$ cat config.mk
export PLATFORM = sky130hd
export DESIGN_NAME = mem_arbiter_flat
export DESIGN_NICKNAME = d
export VERILOG_FILES = /design/src/rtl/mem_arbiter_pkg.sv /design/src/rtl/mem_arbiter_if.sv /design/src/rtl/mem_arbiter_id_fifo.sv /design/src/rtl/mem_arbiter.sv /design/src/flat_wrapper.sv
export SDC_FILE = /design/constraint.sdc
export NUM_CORES = 1
export LEC_CHECK = 0
export BUFFER_PORTS_ARGS = -buffer_cell sky130_fd_sc_hd__buf_2
export CORE_AREA = 4 4 107 109
export CTS_CLUSTER_SIZE = 12
export DETAILED_ROUTE_END_ITERATION = 16
export DIE_AREA = 0 0 111 113
export GPL_TIMING_DRIVEN = 0
export SYNTH_ARGS = -nofsm -noshare
export SYNTH_HDL_FRONTEND = slang
export SYNTH_SLANG_ARGS = --single-unit
$ cat constraint.sdc
create_clock -name clk_i -period 4.5 [get_ports clk_i]
set_input_delay 0.45 -clock clk_i [delete_from_list [all_inputs] [get_ports clk_i]]
set_output_delay 0.45 -clock clk_i [all_outputs]
set_load 0.005 [all_outputs]
$ cat src/rtl/mem_arbiter_pkg.sv
// -----------------------------------------------------------------------------
// mem_arbiter_pkg
// Shared definitions for the core memory-port arbiter: data-path widths,
// requester identifiers and a small one-hot helper.
// -----------------------------------------------------------------------------
package mem_arbiter_pkg;

    localparam int unsigned Xlen     = 32;
    localparam int unsigned MaskBits = Xlen / 8;
    localparam int unsigned NumPorts = 2;

    typedef logic mem_port_id_t;

    localparam mem_port_id_t PortFetch = 1'b0;
    localparam mem_port_id_t PortLsu   = 1'b1;

    // One-hot strobe for a requester ID.
    function automatic logic [NumPorts-1:0] port_onehot(input mem_port_id_t id);
        return (id == PortLsu) ? 2'b10 : 2'b01;
    endfunction

endpackage

$ cat src/rtl/mem_arbiter_if.sv
// -----------------------------------------------------------------------------
// mem_arbiter_if
// Bundles the requester-side and memory-side signals of the arbiter.
//   Requester side : req_valid_i, req_ready_o, req_addr_i, req_wdata_i,
//                    req_wmask_i, rsp_rdata_o, rsp_valid_o (indexed 0=fetch,
//                    1=LSU)
//   Memory side    : mem_valid_o, mem_ready_i, mem_addr_o, mem_wdata_o,
//                    mem_wmask_o, mem_rdata_i, mem_rvalid_i
// Modports:
//   slave  - the arbiter's view
//   master - the environment's view (requesters + memory)
// -----------------------------------------------------------------------------
interface mem_arbiter_if;
    import mem_arbiter_pkg::*;

    logic [NumPorts-1:0]                req_valid_i;
    logic [NumPorts-1:0]                req_ready_o;
    logic [NumPorts-1:0][Xlen-1:0]      req_addr_i;
    logic [NumPorts-1:0][Xlen-1:0]      req_wdata_i;
    logic [NumPorts-1:0][MaskBits-1:0]  req_wmask_i;
    logic [Xlen-1:0]                    rsp_rdata_o;
    logic [NumPorts-1:0]                rsp_valid_o;

    logic                               mem_valid_o;
    logic                               mem_ready_i;
    logic [Xlen-1:0]                    mem_addr_o;
    logic [Xlen-1:0]                    mem_wdata_o;
    logic [MaskBits-1:0]                mem_wmask_o;
    logic [Xlen-1:0]                    mem_rdata_i;
    logic                               mem_rvalid_i;

    modport slave (
        input  req_valid_i, req_addr_i, req_wdata_i, req_wmask_i,
        input  mem_ready_i, mem_rdata_i, mem_rvalid_i,
        output req_ready_o, rsp_rdata_o, rsp_valid_o,
        output mem_valid_o, mem_addr_o, mem_wdata_o, mem_wmask_o
    );

    modport master (
        output req_valid_i, req_addr_i, req_wdata_i, req_wmask_i,
        output mem_ready_i, mem_rdata_i, mem_rvalid_i,
        input  req_ready_o, rsp_rdata_o, rsp_valid_o,
        input  mem_valid_o, mem_addr_o, mem_wdata_o, mem_wmask_o
    );

endinterface

$ cat src/rtl/mem_arbiter_id_fifo.sv
// -----------------------------------------------------------------------------
// id_fifo
// Synchronous FIFO with asynchronous active-high reset.
// Pointers carry one extra wrap bit so full/empty come straight from the
// registered pointer difference.
//   clk_i, rst_i : clock / async reset
//   push_i       : write data_i (ignored when full)
//   pop_i        : drop head entry (ignored when empty)
//   data_i       : entry to write
//   head_o       : oldest entry
//   full_o       : Depth entries held
//   empty_o      : no entries held
// -----------------------------------------------------------------------------
module id_fifo #(
    parameter int unsigned Width = 1,
    parameter int unsigned Depth = 2
) (
    input  logic             clk_i,
    input  logic             rst_i,
    input  logic             push_i,
    input  logic             pop_i,
    input  logic [Width-1:0] data_i,
    output logic [Width-1:0] head_o,
    output logic             full_o,
    output logic             empty_o
);

    localparam int unsigned AW = $clog2(Depth);
    localparam int unsigned PW = AW + 1;
    localparam int unsigned IW = (AW == 0) ? 1 : AW;

    logic [Width-1:0] mem_q [Depth];
    logic [PW-1:0]    wr_ptr_q, wr_ptr_d;
    logic [PW-1:0]    rd_ptr_q, rd_ptr_d;
    logic [PW-1:0]    count;
    logic [IW-1:0]    wr_idx, rd_idx;
    logic             do_push, do_pop;

    // Depth==1 has no index bits; every access hits entry 0.
    assign wr_idx = (AW == 0) ? '0 : wr_ptr_q[IW-1:0];
    assign rd_idx = (AW == 0) ? '0 : rd_ptr_q[IW-1:0];

    assign count   = wr_ptr_q - rd_ptr_q;
    assign full_o  = (count == PW'(Depth));
    assign empty_o = (count == '0);
    assign head_o  = mem_q[rd_idx];

    assign do_push = push_i && !full_o;
    assign do_pop  = pop_i && !empty_o;

    always_comb begin
        wr_ptr_d = wr_ptr_q;
        rd_ptr_d = rd_ptr_q;
        if (do_push) wr_ptr_d = wr_ptr_q + 1'b1;
        if (do_pop)  rd_ptr_d = rd_ptr_q + 1'b1;
    end

    always_ff @(posedge clk_i or posedge rst_i) begin
        if (rst_i) begin
            wr_ptr_q <= '0;
            rd_ptr_q <= '0;
        end else begin
            wr_ptr_q <= wr_ptr_d;
            rd_ptr_q <= rd_ptr_d;
        end
    end

    // Storage needs no reset: contents are only observed while non-empty.
    always_ff @(posedge clk_i) begin
        if (do_push) mem_q[wr_idx] <= data_i;
    end

endmodule

$ cat src/rtl/mem_arbiter.sv
// -----------------------------------------------------------------------------
// mem_arbiter
// Shares the single core memory port between instruction fetch (port 0) and
// the load/store unit (port 1). Round-robin selection, grant locked while the
// memory stalls a presented request, in-order tracking of outstanding
// transactions so each response strobes the requester that issued it.
//   clk_i  : clock
//   rst_i  : asynchronous active-high reset
//   bus    : requester + memory signals (mem_arbiter_if.slave)
//   err_o  : sticky, set by a memory response while nothing is outstanding
// -----------------------------------------------------------------------------
module mem_arbiter
    import mem_arbiter_pkg::*;
#(
    parameter int unsigned MaxOutstanding = 2
) (
    input  logic          clk_i,
    input  logic          rst_i,
    mem_arbiter_if.slave  bus,
    output logic          err_o
);

    mem_port_id_t rr_q, rr_d;
    mem_port_id_t lock_id_q, lock_id_d;
    logic         lock_q, lock_d;
    logic         err_q, err_d;

    mem_port_id_t winner, grant, sel, fifo_head;
    logic         fifo_full, fifo_empty;
    logic         mem_valid, handshake, rsp_accept;

    // Unlocked selection: a lone requester wins, a tie goes to rr_q.
    always_comb begin
        winner = PortFetch;
        if (bus.req_valid_i[PortFetch] && bus.req_valid_i[PortLsu]) begin
            winner = rr_q;
        end else if (bus.req_valid_i[PortLsu]) begin
            winner = PortLsu;
        end
    end

    assign grant     = lock_q ? lock_id_q : winner;
    // fifo_full comes from registered pointers, so a same-cycle pop never
    // opens a slot for a same-cycle grant.
    assign mem_valid = bus.req_valid_i[grant] && !fifo_full;
    assign handshake = mem_valid && bus.mem_ready_i;

    // Idle payload is taken from port 0.
    assign sel = mem_valid ? grant : PortFetch;

    assign bus.mem_valid_o = mem_valid;
    assign bus.mem_addr_o  = bus.req_addr_i[sel];
    assign bus.mem_wdata_o = bus.req_wdata_i[sel];
    assign bus.mem_wmask_o = bus.req_wmask_i[sel];
    assign bus.req_ready_o = handshake ? port_onehot(grant) : '0;

    // Responses with nothing outstanding are dropped and flagged.
    assign rsp_accept      = bus.mem_rvalid_i && !fifo_empty;
    assign bus.rsp_valid_o = rsp_accept ? port_onehot(fifo_head) : '0;
    assign bus.rsp_rdata_o = bus.mem_rdata_i;
    assign err_o           = err_q;

    always_comb begin
        rr_d      = rr_q;
        lock_d    = lock_q;
        lock_id_d = lock_id_q;
        err_d     = err_q | (bus.mem_rvalid_i & fifo_empty);
        if (handshake) begin
            rr_d   = ~grant;
            lock_d = 1'b0;
        end else if (mem_valid) begin
            lock_d    = 1'b1;
            lock_id_d = grant;
        end
    end

    always_ff @(posedge clk_i or posedge rst_i) begin
        if (rst_i) begin
            rr_q      <= PortLsu;
            lock_q    <= 1'b0;
            lock_id_q <= PortFetch;
            err_q     <= 1'b0;
        end else begin
            rr_q      <= rr_d;
            lock_q    <= lock_d;
            lock_id_q <= lock_id_d;
            err_q     <= err_d;
        end
    end

    id_fifo #(
        .Width (1),
        .Depth (MaxOutstanding)
    ) u_id_fifo (
        .clk_i   (clk_i),
        .rst_i   (rst_i),
        .push_i  (handshake),
        .pop_i   (rsp_accept),
        .data_i  (grant),
        .head_o  (fifo_head),
        .full_o  (fifo_full),
        .empty_o (fifo_empty)
    );

endmodule
$ cat src/flat_wrapper.sv
// flat-port wrapper written by rule: the top's interface ports become plain ports
module mem_arbiter_flat import mem_arbiter_pkg::*;
#(
    parameter int unsigned MaxOutstanding = 2
)
  (clk_i, rst_i, err_o, bus_req_valid_i, bus_req_addr_i, bus_req_wdata_i, bus_req_wmask_i, bus_mem_ready_i, bus_mem_rdata_i, bus_mem_rvalid_i, bus_req_ready_o, bus_rsp_rdata_o, bus_rsp_valid_o, bus_mem_valid_o, bus_mem_addr_o, bus_mem_wdata_o, bus_mem_wmask_o);
  mem_arbiter_if bus_i ();
  input  logic clk_i;
  input  logic rst_i;
  output logic err_o;
  input wire logic [$bits(bus_i.req_valid_i)-1:0] bus_req_valid_i;
  input wire logic [$bits(bus_i.req_addr_i)-1:0] bus_req_addr_i;
  input wire logic [$bits(bus_i.req_wdata_i)-1:0] bus_req_wdata_i;
  input wire logic [$bits(bus_i.req_wmask_i)-1:0] bus_req_wmask_i;
  input wire logic [$bits(bus_i.mem_ready_i)-1:0] bus_mem_ready_i;
  input wire logic [$bits(bus_i.mem_rdata_i)-1:0] bus_mem_rdata_i;
  input wire logic [$bits(bus_i.mem_rvalid_i)-1:0] bus_mem_rvalid_i;
  output wire logic [$bits(bus_i.req_ready_o)-1:0] bus_req_ready_o;
  output wire logic [$bits(bus_i.rsp_rdata_o)-1:0] bus_rsp_rdata_o;
  output wire logic [$bits(bus_i.rsp_valid_o)-1:0] bus_rsp_valid_o;
  output wire logic [$bits(bus_i.mem_valid_o)-1:0] bus_mem_valid_o;
  output wire logic [$bits(bus_i.mem_addr_o)-1:0] bus_mem_addr_o;
  output wire logic [$bits(bus_i.mem_wdata_o)-1:0] bus_mem_wdata_o;
  output wire logic [$bits(bus_i.mem_wmask_o)-1:0] bus_mem_wmask_o;
  assign bus_i.req_valid_i = bus_req_valid_i;
  assign bus_i.req_addr_i = bus_req_addr_i;
  assign bus_i.req_wdata_i = bus_req_wdata_i;
  assign bus_i.req_wmask_i = bus_req_wmask_i;
  assign bus_i.mem_ready_i = bus_mem_ready_i;
  assign bus_i.mem_rdata_i = bus_mem_rdata_i;
  assign bus_i.mem_rvalid_i = bus_mem_rvalid_i;
  assign bus_req_ready_o = bus_i.req_ready_o;
  assign bus_rsp_rdata_o = bus_i.rsp_rdata_o;
  assign bus_rsp_valid_o = bus_i.rsp_valid_o;
  assign bus_mem_valid_o = bus_i.mem_valid_o;
  assign bus_mem_addr_o = bus_i.mem_addr_o;
  assign bus_mem_wdata_o = bus_i.mem_wdata_o;
  assign bus_mem_wmask_o = bus_i.mem_wmask_o;
  mem_arbiter #(.MaxOutstanding(MaxOutstanding)) u_core (.clk_i(clk_i), .rst_i(rst_i), .bus(bus_i), .err_o(err_o));
endmodule
Yosys cells after proc, flatten, opt, wreduce, memory -nomap -nowiden
Memories as Yosys holds them, arrays and structs flattened.
Cells that the tools add are included.
- memories: 1
- register bits: 8
- bits in writable memories: 2
- word-level logic and storage cells: 48
- output and inout bits: 106
- memory list (name ; depth ; bits a word ; read ports ; clocked after memory_dff ; write ports ; RTL line ; RTL):
    u_core.u_id_fifo.mem_q ; 2 ; 1 ; 1 ; 0 ; 1 ; mem_arbiter_id_fifo.sv:32 ; logic [Width-1:0] mem_q [Depth];
- equal/unequal tests: 1
- bitwise logic cells: 4
- $lt $le $gt $ge: 2
- add/subtract/negate cells: 3
- muxes and demuxes: 20
- reductions and logical operators: 11
- operators with widths (operator ; count):
    $mux 32 ; 4
    $mux 1 ; 10
    $mux 2 ; 4
    $mux 4 ; 2
    $logic_and 1x1->1 ; 6
    $add 2x1->2 const B ; 2
    $lt 1x2->1 const B ; 2
    $eq 2x2->1 const B ; 1
    $logic_not 1->1 ; 2
    $logic_not 2->1 ; 1
    $not 1->1 ; 2
    $reduce_and 2->1 ; 1
    $reduce_bool 2->1 ; 1
    $sub 2x2->2 ; 1
    $and 1x1->1 ; 1
    $or 1x1->1 ; 1

Longest topological paths before layout
Gate-level depths: netlist of run 1.
- depth in word-level cells: 10
- gate-level depth with buffers: 6
- mapped depth without buffers: 4

Cells and area by module
Synthesis of run 1 repeated with hierarchy kept, for this count alone.
- cells, all modules: 166
- area total of the unflattened synthesis: 1731.7 um^2
- by module, submodules not included (module ; instances ; area an instance (um^2) ; cells each):
    mem_arbiter ; 1 ; 1406.3 ; 135
    id_fifo ; 1 ; 325.3 ; 31

Worst setup path before layout of run 1
No wires, ideal clock.
- kind: register to output
- from: register u_core.u_id_fifo.wr_ptr_q[0]
- to: output port bus_mem_addr_o[10]
- arrival time: 1.573 ns
- cell stages (with the launch flop): 7
- buffers on the path: 2
- slack: 2.477 ns
- required time: 4.050 ns
- cell sequence: dfrtp_1 > xnor2_1 > a2bb2oi_4 > nand2_2 > buf_6 > buf_6 > mux2_4
- longest elaborated chain between the ends: 7
- RTL lines (element ; RTL line ; RTL):
    start, declared ; mem_arbiter_id_fifo.sv:33 ; logic [PW-1:0] wr_ptr_q, wr_ptr_d;
    start signal, assigned ; mem_arbiter_id_fifo.sv:63 ; wr_ptr_q <= wr_ptr_d;
    $sub 2x2->2 ; mem_arbiter_id_fifo.sv:43 ; assign count = wr_ptr_q - rd_ptr_q;
    $eq 2x2->1 ; mem_arbiter_id_fifo.sv:44 ; assign full_o = (count == PW'(Depth));
    $logic_not 1->1 ; mem_arbiter.sv:45 ; assign mem_valid = bus.req_valid_i[grant] && !fifo_full;
    $logic_and 1x1->1 ; mem_arbiter.sv:45 ;
    $mux 1 ; mem_arbiter.sv:49 ; assign sel = mem_valid ? grant : PortFetch;
    $mux 32 (implied by the code) (2 in series) ; mem_arbiter.sv:52 ; assign bus.mem_addr_o = bus.req_addr_i[sel];
    end, declared ; flat_wrapper.sv:22 ; output wire logic [$bits(bus_i.mem_addr_o)-1:0] bus_mem_addr_o;
Every way passes these cells. The select of a mux whose other input is x is not followed.

Worst setup path in the final report of run 1
- from: register u_core.u_id_fifo.rd_ptr_q[0]
- to: output port bus_mem_wdata_o[4]
- longest elaborated chain between the ends: 7
- RTL lines (element ; RTL line ; RTL):
    start, declared ; mem_arbiter_id_fifo.sv:34 ; logic [PW-1:0] rd_ptr_q, rd_ptr_d;
    start signal, assigned ; mem_arbiter_id_fifo.sv:64 ; rd_ptr_q <= rd_ptr_d;
    $sub 2x2->2 ; mem_arbiter_id_fifo.sv:43 ;
    $eq 2x2->1 ; mem_arbiter_id_fifo.sv:44 ;
    $logic_not 1->1 ; mem_arbiter.sv:45 ;
    $logic_and 1x1->1 ; mem_arbiter.sv:45 ;
    $mux 1 ; mem_arbiter.sv:49 ;
    $mux 32 (implied by the code) (2 in series) ; mem_arbiter.sv:53 ; assign bus.mem_wdata_o = bus.req_wdata_i[sel];
    end, declared ; flat_wrapper.sv:23 ; output wire logic [$bits(bus_i.mem_wdata_o)-1:0] bus_mem_wdata_o;
Every way passes these cells. The select of a mux whose other input is x is not followed.

==> metrics.csv, run 1 <==
metric;value;unit
MaxCap Viol Count;0;
fin util;28.8;%
vias in the first global route;2126;
CTS Root Cell;clkbuf_8;
Max transition margin;72.5;%
clock buffer count from CTS;3;
worst r2r src;u_core.u_id_fifo.rd_ptr_q[0];
Area Overhead vs Synth;91.1;%
worst-path fanout max;10;
ys flop type;dfrtp_1;
share of the synthesized area in the top cell type;41.5;%
Final ANT Viol Nets;0;
clock network fraction of total power;5.6;%
Seq cells post-synth;10;
post-CTS setup buffers;0;
first-pass GRT wire length;10100;um
Period minus WS final;2.75;ns
core box area;10600;um2
Post-synth EDFFs;2;
Critical Path Sink Type;primary output;
Worst Skew;0.00104;ns
via count;2086;
Setup Viol. Count Final;0;
Area contributors post-synth;mux2_2 42%, buf_4 15%, dfrtp_1 11%;
sequential-to-total area share from yosys stat;16.4;%
Post-DP HPWL;6280;um
ratio of cells with drive above 1 in the final layout;89.6;%
FFs w/ async S/R, synth;80.0;%
TritonCTS clock tree;yes;
Initial Utilization;15.1;%
post-CTS sizing;0;
Clock Latency Late Sink;0.23;ns
RSZ-0062 raised after global routing;no;
maximum root-to-sink buffer count;2;
Worst-path clk slew;0.05;ns
GRT Util Overall;9.64;%
largest net degree at the start of global routing;11;
CP startpoint kind;flip-flop;
Slew @ Worst Pin;0.410;ns
IO Port Bufs;247;
Comb power frac;83.6;%
post-synthesis net count;327;
Mapped Area;1600;um2
final worst-path cycle share;61.2;%
GP Congestion;0.801;
DIE AREA;12500;um2
mean post-synth cell area;10.5;um2
hold_buf cts;0;
Netlist cell types;30;
Fillers;1111;
H-Tree Depth;1;
crit path kind;reg2out;
Sum Neg Setup Slack;0;ns
num rows;38;
Vias per Instance;3.83;
Final Max Tran Viols;0;
grt total ovfl;0;
synth cell count leaders;59 x mux2_2, 32 x buf_4, 9 x mux2_4, 7 x dfrtp_1, 6 x xnor2_1;
status;finished clean;
WP data required;4.05;ns
R2R depth;6;
setup slack, reg-to-reg;2.76;ns
die width;111;um
IO Pins;280;
WL/cell;12.9;um
Synth Instances;153;
total power density per cell area;544;nW/um2
post-synth top area cell;mux2_2;
WL final;7000;um
Syn. warnings;0;
IR drop worst, VDD;0.235;mV
cell with the most instances after synthesis;mux2_2;
Fmax;363;MHz
final-report hold violation count;0;
Switch Pwr;0.000671;W
die height;113;um
RR Endpoint;u_core.lock_id_q;
First-pass DRT Iterations;4;
Lkg Pwr;1.72;nW
Antenna Cells;0;
initial drt markers;20;
Hold Path Class;in2async;
Power Internal;0.000992;W
sequential power share;10.8;%
Sw Share;40.3;%
clk sinks;10;
antenna violations before repair;0;
Remaining DRCs;0;
Layout Nets;579;
WP data arrival;2.30;ns
==> per-layer routing <==
layer / global-route usage (%) / share of wire, % / up-vias
met4: 1.40 / 0.57 / 0
met1: 11.4 / 37 / 920
li1: - / - / 1013
met5: 0 / 0 / -
met2: 18.0 / 52 / 147
met3: 2.46 / 11 / 6
==> cell usage in the layout (no fill, tap or decap), types with 3 or more instances in the layout <==
cell type | netlist | layout
buf_2 | 5 | 252
buf_4 | 32 | 32
clkbuf_8 | 0 | 3
dfrtp_1 | 7 | 7
inv_1 | 3 | 3
mux2_2 | 59 | 59
mux2_4 | 9 | 9
nand2_1 | 4 | 4
nor2_1 | 3 | 3
xnor2_1 | 6 | 6
==> power by group through the flow <==
stage	Combinational (W)	Clock, W	Sequential, W
3_3_place_gp	0.00140	0	0.000178
5_1_grt	0.00151	0.000103	0.000185
6_report	0.00139	0.0000936	0.000179
3_5_place_dp	0.00141	0	0.000180
2_1_floorplan	0.000905	0	0.000172
4_1_cts	0.00142	0.0000964	0.000179
==> worst max-delay path, stage by stage, from the launching register on <==
cell and delay (ns):
dfrtp_1 0.43, xnor2_1 0.38, a2bb2oi_4 0.15, nand2_2 0.21
buf_2 0.36, mux2_2 0.41, buf_2 0.13
==> cells by family (layout without fill, tap and decap cells) <==
logic type / Yosys count / in the layout / synth area share (%)
multiplexers: 69 / 69 / 50.6
buffers and inverters: 42 / 293 / 18.7
AND/OR/NAND/NOR: 19 / 19 / 6.34
flip-flops: 10 / 10 / 16.4
XOR/XNOR: 7 / 7 / 3.83
AO/OA/AOI/OAI: 6 / 6 / 4.15
==> how the worst max path moves through the flow <==
stage / cells past startpoint / slack (ns) / end / startpoint
after global placement: 6 / 1.91 / bus_mem_wdata_o[0] / u_core.u_id_fifo.rd_ptr_q[0]
after floorplan: 6 / 2.48 / bus_mem_addr_o[10] / u_core.u_id_fifo.wr_ptr_q[0]
after detailed placement: 7 / 1.90 / bus_mem_wmask_o[1] / bus_req_valid_i[1]
after global routing: 6 / 1.56 / bus_mem_wmask_o[1] / u_core.u_id_fifo.wr_ptr_q[0]
final: 6 / 1.75 / bus_mem_wdata_o[4] / u_core.u_id_fifo.rd_ptr_q[0]
after CTS: 6 / 1.64 / bus_mem_wmask_o[1] / u_core.u_id_fifo.rd_ptr_q[0]
==> cell type report <==
| cell class | count | area (um2) | share of cell area (%) |
|---|---|---|---|
| clock buffer | 3 | 41.3 | 1.35 |
| tap | 140 | 175 | 5.73 |
| buffer | 39 | 288 | 9.42 |
| timing repair buffer | 247 | 1240 | 40.5 |
| clock inverter | 1 | 3.75 | 0.123 |
| inverter | 3 | 11.3 | 0.369 |
| sequential | 10 | 262 | 8.56 |
| multi-input combinational | 101 | 1040 | 34.0 |
==> state kept, by name (all words and copies together) (netlist names) <==
name / flops
u_core.lock_id_q: 1
u_core.lock_q: 1
u_core.rr_q: 1
u_core.u_id_fifo.mem_q: 2
u_core.err_o: 1
u_core.u_id_fifo.wr_ptr_q: 2
u_core.u_id_fifo.rd_ptr_q: 2
==> per-stage QoR <==
| step | power, W | setup slack [ns] | cell area, um2 | std cells | hold slack [ns] |
|---|---|---|---|---|---|
| 6_report | 0.00166 | 1.75 | 3060 | 544 | 0.169 |
| 3_3_place_gp | 0.00158 | 1.91 | 3010 | 540 | 0.416 |
| 2_1_floorplan | 0.00108 | 2.48 | 1600 | 153 | 0.265 |
| 5_1_grt | 0.00180 | 1.56 | 3060 | 544 | 0.197 |
| 3_5_place_dp | 0.00159 | 1.90 | 3010 | 540 | 0.420 |
| 4_1_cts | 0.00169 | 1.64 | 3060 | 544 | 0.169 |
Note: power is estimated with default switching activity, not from simulation.
==> run 2, diff against run 1 <==
ABC_AREA = 1   (was default)
clock period = 2.5 ns   (was 4.5 ns; I/O delays follow)
==> metrics.csv, run 2 <==
metric;value;unit;change
worst path bufs/invs;3;;+1
Syn. warnings;0;;unchanged
Sum Neg Setup Slack;0;ns;unchanged
M3 GR Usage;2.67;%;+0.21 points
Critical Path Sink Type;primary output;;
GRT Util Overall;12.9;%;+3.2 points
Post-synth EDFFs;2;;unchanged
Layout Nets;758;;+31%
Antenna Cells;0;;unchanged
Netlist cell types;18;;-40%
num rows;38;;unchanged
final-report hold violation count;0;;unchanged
top cell family by delay on the critical path;simple AND/OR/NAND/NOR gates;;
maximum root-to-sink buffer count;2;;unchanged
worst-path fanout max;10;;unchanged
most common cell after layout, fill and taps aside;buf_2;;
via count;2938;;+41%
H-Tree Depth;1;;unchanged
setup slack, reg-to-reg;0.90;ns;-1.86 ns
Fillers;1246;;+12%
GRT met2 Usage;23.2;%;+5.2 points
clock buffer count from CTS;3;;unchanged
First-pass DRT Iterations;4;;unchanged
CP peak stage delay;0.53;ns;+0.10 ns
first-pass GRT wire length;13400;um;+33%
Worst Skew;0.00201;ns;+0.000971 ns
crit-path most repeated cell;nand2_1;;
Vias per Instance;4.06;;+6.0%
post-CTS setup buffers;0;;unchanged
IO Pins;280;;unchanged
sequential-to-total area share from yosys stat;14.8;%;-1.5 points
ys flop type;dfrtp_1;;
RSZ-0062 raised after global routing;no;;
Synth Instances;331;;+120%
most frequent cells in the layout;247 x buf_2, 159 x nand2_1, 71 x nand3_1;;
WP data arrival;1.93;ns;-0.37 ns
DIE AREA;12500;um2;unchanged
CP startpoint kind;flip-flop;;
crit path kind;reg2out;;
FFs w/ async S/R, synth;80.0;%;unchanged
Seq cells post-synth;10;;unchanged
Crit-path slowest cell;dfstp_2;;
post-synth top area cell;nand2_1;;
Post-DP HPWL;7650;um;+22%
die width;111;um;unchanged
Worst-path clk slew;0.05;ns;about the same
IO Port Bufs;247;;unchanged
Placed Instances;718;;+33%
Slew @ Worst Pin;0.495;ns;+0.0856 ns
MaxCap Viol Count;0;;unchanged
grt total ovfl;0;;unchanged
CTS Root Cell;clkbuf_8;;
grt peak-use layer;met2;;
final worst-path cycle share;87.2;%;
GP Congestion;0.781;;-2.4%
WL/cell;12.3;um;-4.3%
Area Overhead vs Synth;83.5;%;
TritonCTS clock tree;yes;;
Initial Utilization;16.6;%;+1.5 points
share of the synthesized area in the top cell type;34.1;%;-7.5 points
ratio of cells with drive above 1 in the final layout;51.6;%;-38 points
Mapped Area;1760;um2;+10%
Final Max Tran Viols;0;;unchanged
synth cell count leaders;160 x nand2_1, 71 x nand3_1, 40 x buf_4, 13 x inv_1, 12 x clkbuf_1;;
post-synthesis net count;505;;+54%
Fmax;459;MHz;
Period minus WS final;2.18;ns;
cell with the most instances after synthesis;nand2_1;;
CP Cell Sequence;inv_1 > nand2_1 > nand2_1 > nand2_2 > nand2_2 > clkbuf_1 > nand2_1 > nand2_1 > buf_2;;
initial drt markers;142;;+610%
core box area;10600;um2;unchanged
die height;113;um;unchanged
Lkg Pwr;2.13;nW;+24%
Remaining DRCs;0;;unchanged
WP data required;2.25;ns;-1.80 ns
Final ANT Viol Nets;0;;unchanged
status;finished clean;;
mean post-synth cell area;5.32;um2;-49%
M1 GR Usage;15.8;%;+4.4 points
Setup Viol. Count Final;0;;unchanged
Area contributors post-synth;nand2_1 34%, nand3_1 20%, buf_4 17%;;
Top Registers;u_core.u_id_fifo.mem_q: 2 flops, u_core.u_id_fifo.rd_ptr_q: 2 flops, u_core.u_id_fifo.wr_ptr_q: 2 flops;;
largest net degree at the start of global routing;12;;+1
Hold Path Class;in2reg;;
IR drop worst, VDD;0.364;mV;+55%
antenna violations before repair;0;;unchanged
total power density per cell area;988;nW/um2;+82%
WL final;8900;um;+27%
vias in the first global route;2772;;+30%
Clock Latency Late Sink;0.24;ns;about the same
final non-filler cell total;723;;+33%
Max transition margin;67.0;%;-5.5 points
clk sinks;10;;unchanged
==> run 2: worst min-delay path, stage by stage <==
cell and delay (ns):
buf_2 0.11, inv_1 0.04, o21bai_1 0.06
==> run 2: final timing paths <==
kind	from	cells past startpoint	endpoint
max in group asynchronous	rst_i	3	u_core.rr_q
setup reg to reg	u_core.rr_q	5	u_core.u_id_fifo.mem_q[1]
hold reg to reg	u_core.rr_q	2	u_core.rr_q
hold / removal	bus_mem_rvalid_i	3	u_core.err_o
min in group asynchronous	rst_i	3	u_core.u_id_fifo.rd_ptr_q[0]
setup / recovery	u_core.rr_q	9	bus_mem_wdata_o[31]
==> run 2: cell families (layout without fill, tap and decap cells) <==
logic type | Yosys count | after routing | synth area share, %
compound gates | 4 | 4 | 1.49
xor+xnor | 2 | 2 | 0.994
buf+inv | 70 | 322 | 24.3
flops | 10 | 10 | 14.8
simple gates | 245 | 245 | 58.4
==> run 2: cell type report <==
type                    instances  area, um2  area share [%]
clock buffers                   3       41.3            1.28
multi-input cells             251       1070            33.3
repair buffers                248       1250            38.6
inverters                      16       60.1            1.86
flip-flops and latches         10        262            8.09
well taps                     140        175            5.42
clock inverters                 1       3.75           0.116
plain buffers                  54        369            11.4
==> run 2: metal layers <==
layer / routed length (um) / part of all wire, %
met5: 0 / 0
met4: 89 / 1.0
met3: 886 / 10
met2: 4330 / 49
met1: 3600 / 40
==> run 2: through the flow <==
| stage | area (um2) | util (%) | setup WS [ns] | hold WS, ns | power, W |
|---|---|---|---|---|---|
| global placement | 3170 | 29.9 | 0.264 | 0.220 | 0.00306 |
| global route | 3230 | 30.5 | 0.120 | 0.294 | 0.00358 |
| CTS | 3230 | 30.5 | 0.0478 | 0.269 | 0.00325 |
| floorplan | 1760 | - | 0.949 | 0.0649 | 0.00187 |
| finish | 3230 | 30.5 | 0.320 | 0.268 | 0.00319 |
| detailed placement | 3170 | 29.9 | 0.238 | 0.222 | 0.00306 |
==> run 2: power breakdown <==
group,switching (W),total [W],leakage (nW),internal [W]
Clock,0.0000731,0.000182,0.0231,0.000108
Sequential,0.0000521,0.000298,0.111,0.000245
Combinational,0.00161,0.00271,1.99,0.00110
Total,0.00174,0.00319,2.13,0.00146
==> run 2: what timing repair did <==
item,4_1_cts,5_1_grt
hold buffers,1,0
endpoints found under the setup margin,1,57
hold endpoints to repair,7,0
cloned,0,0
gates resized for setup,1,1
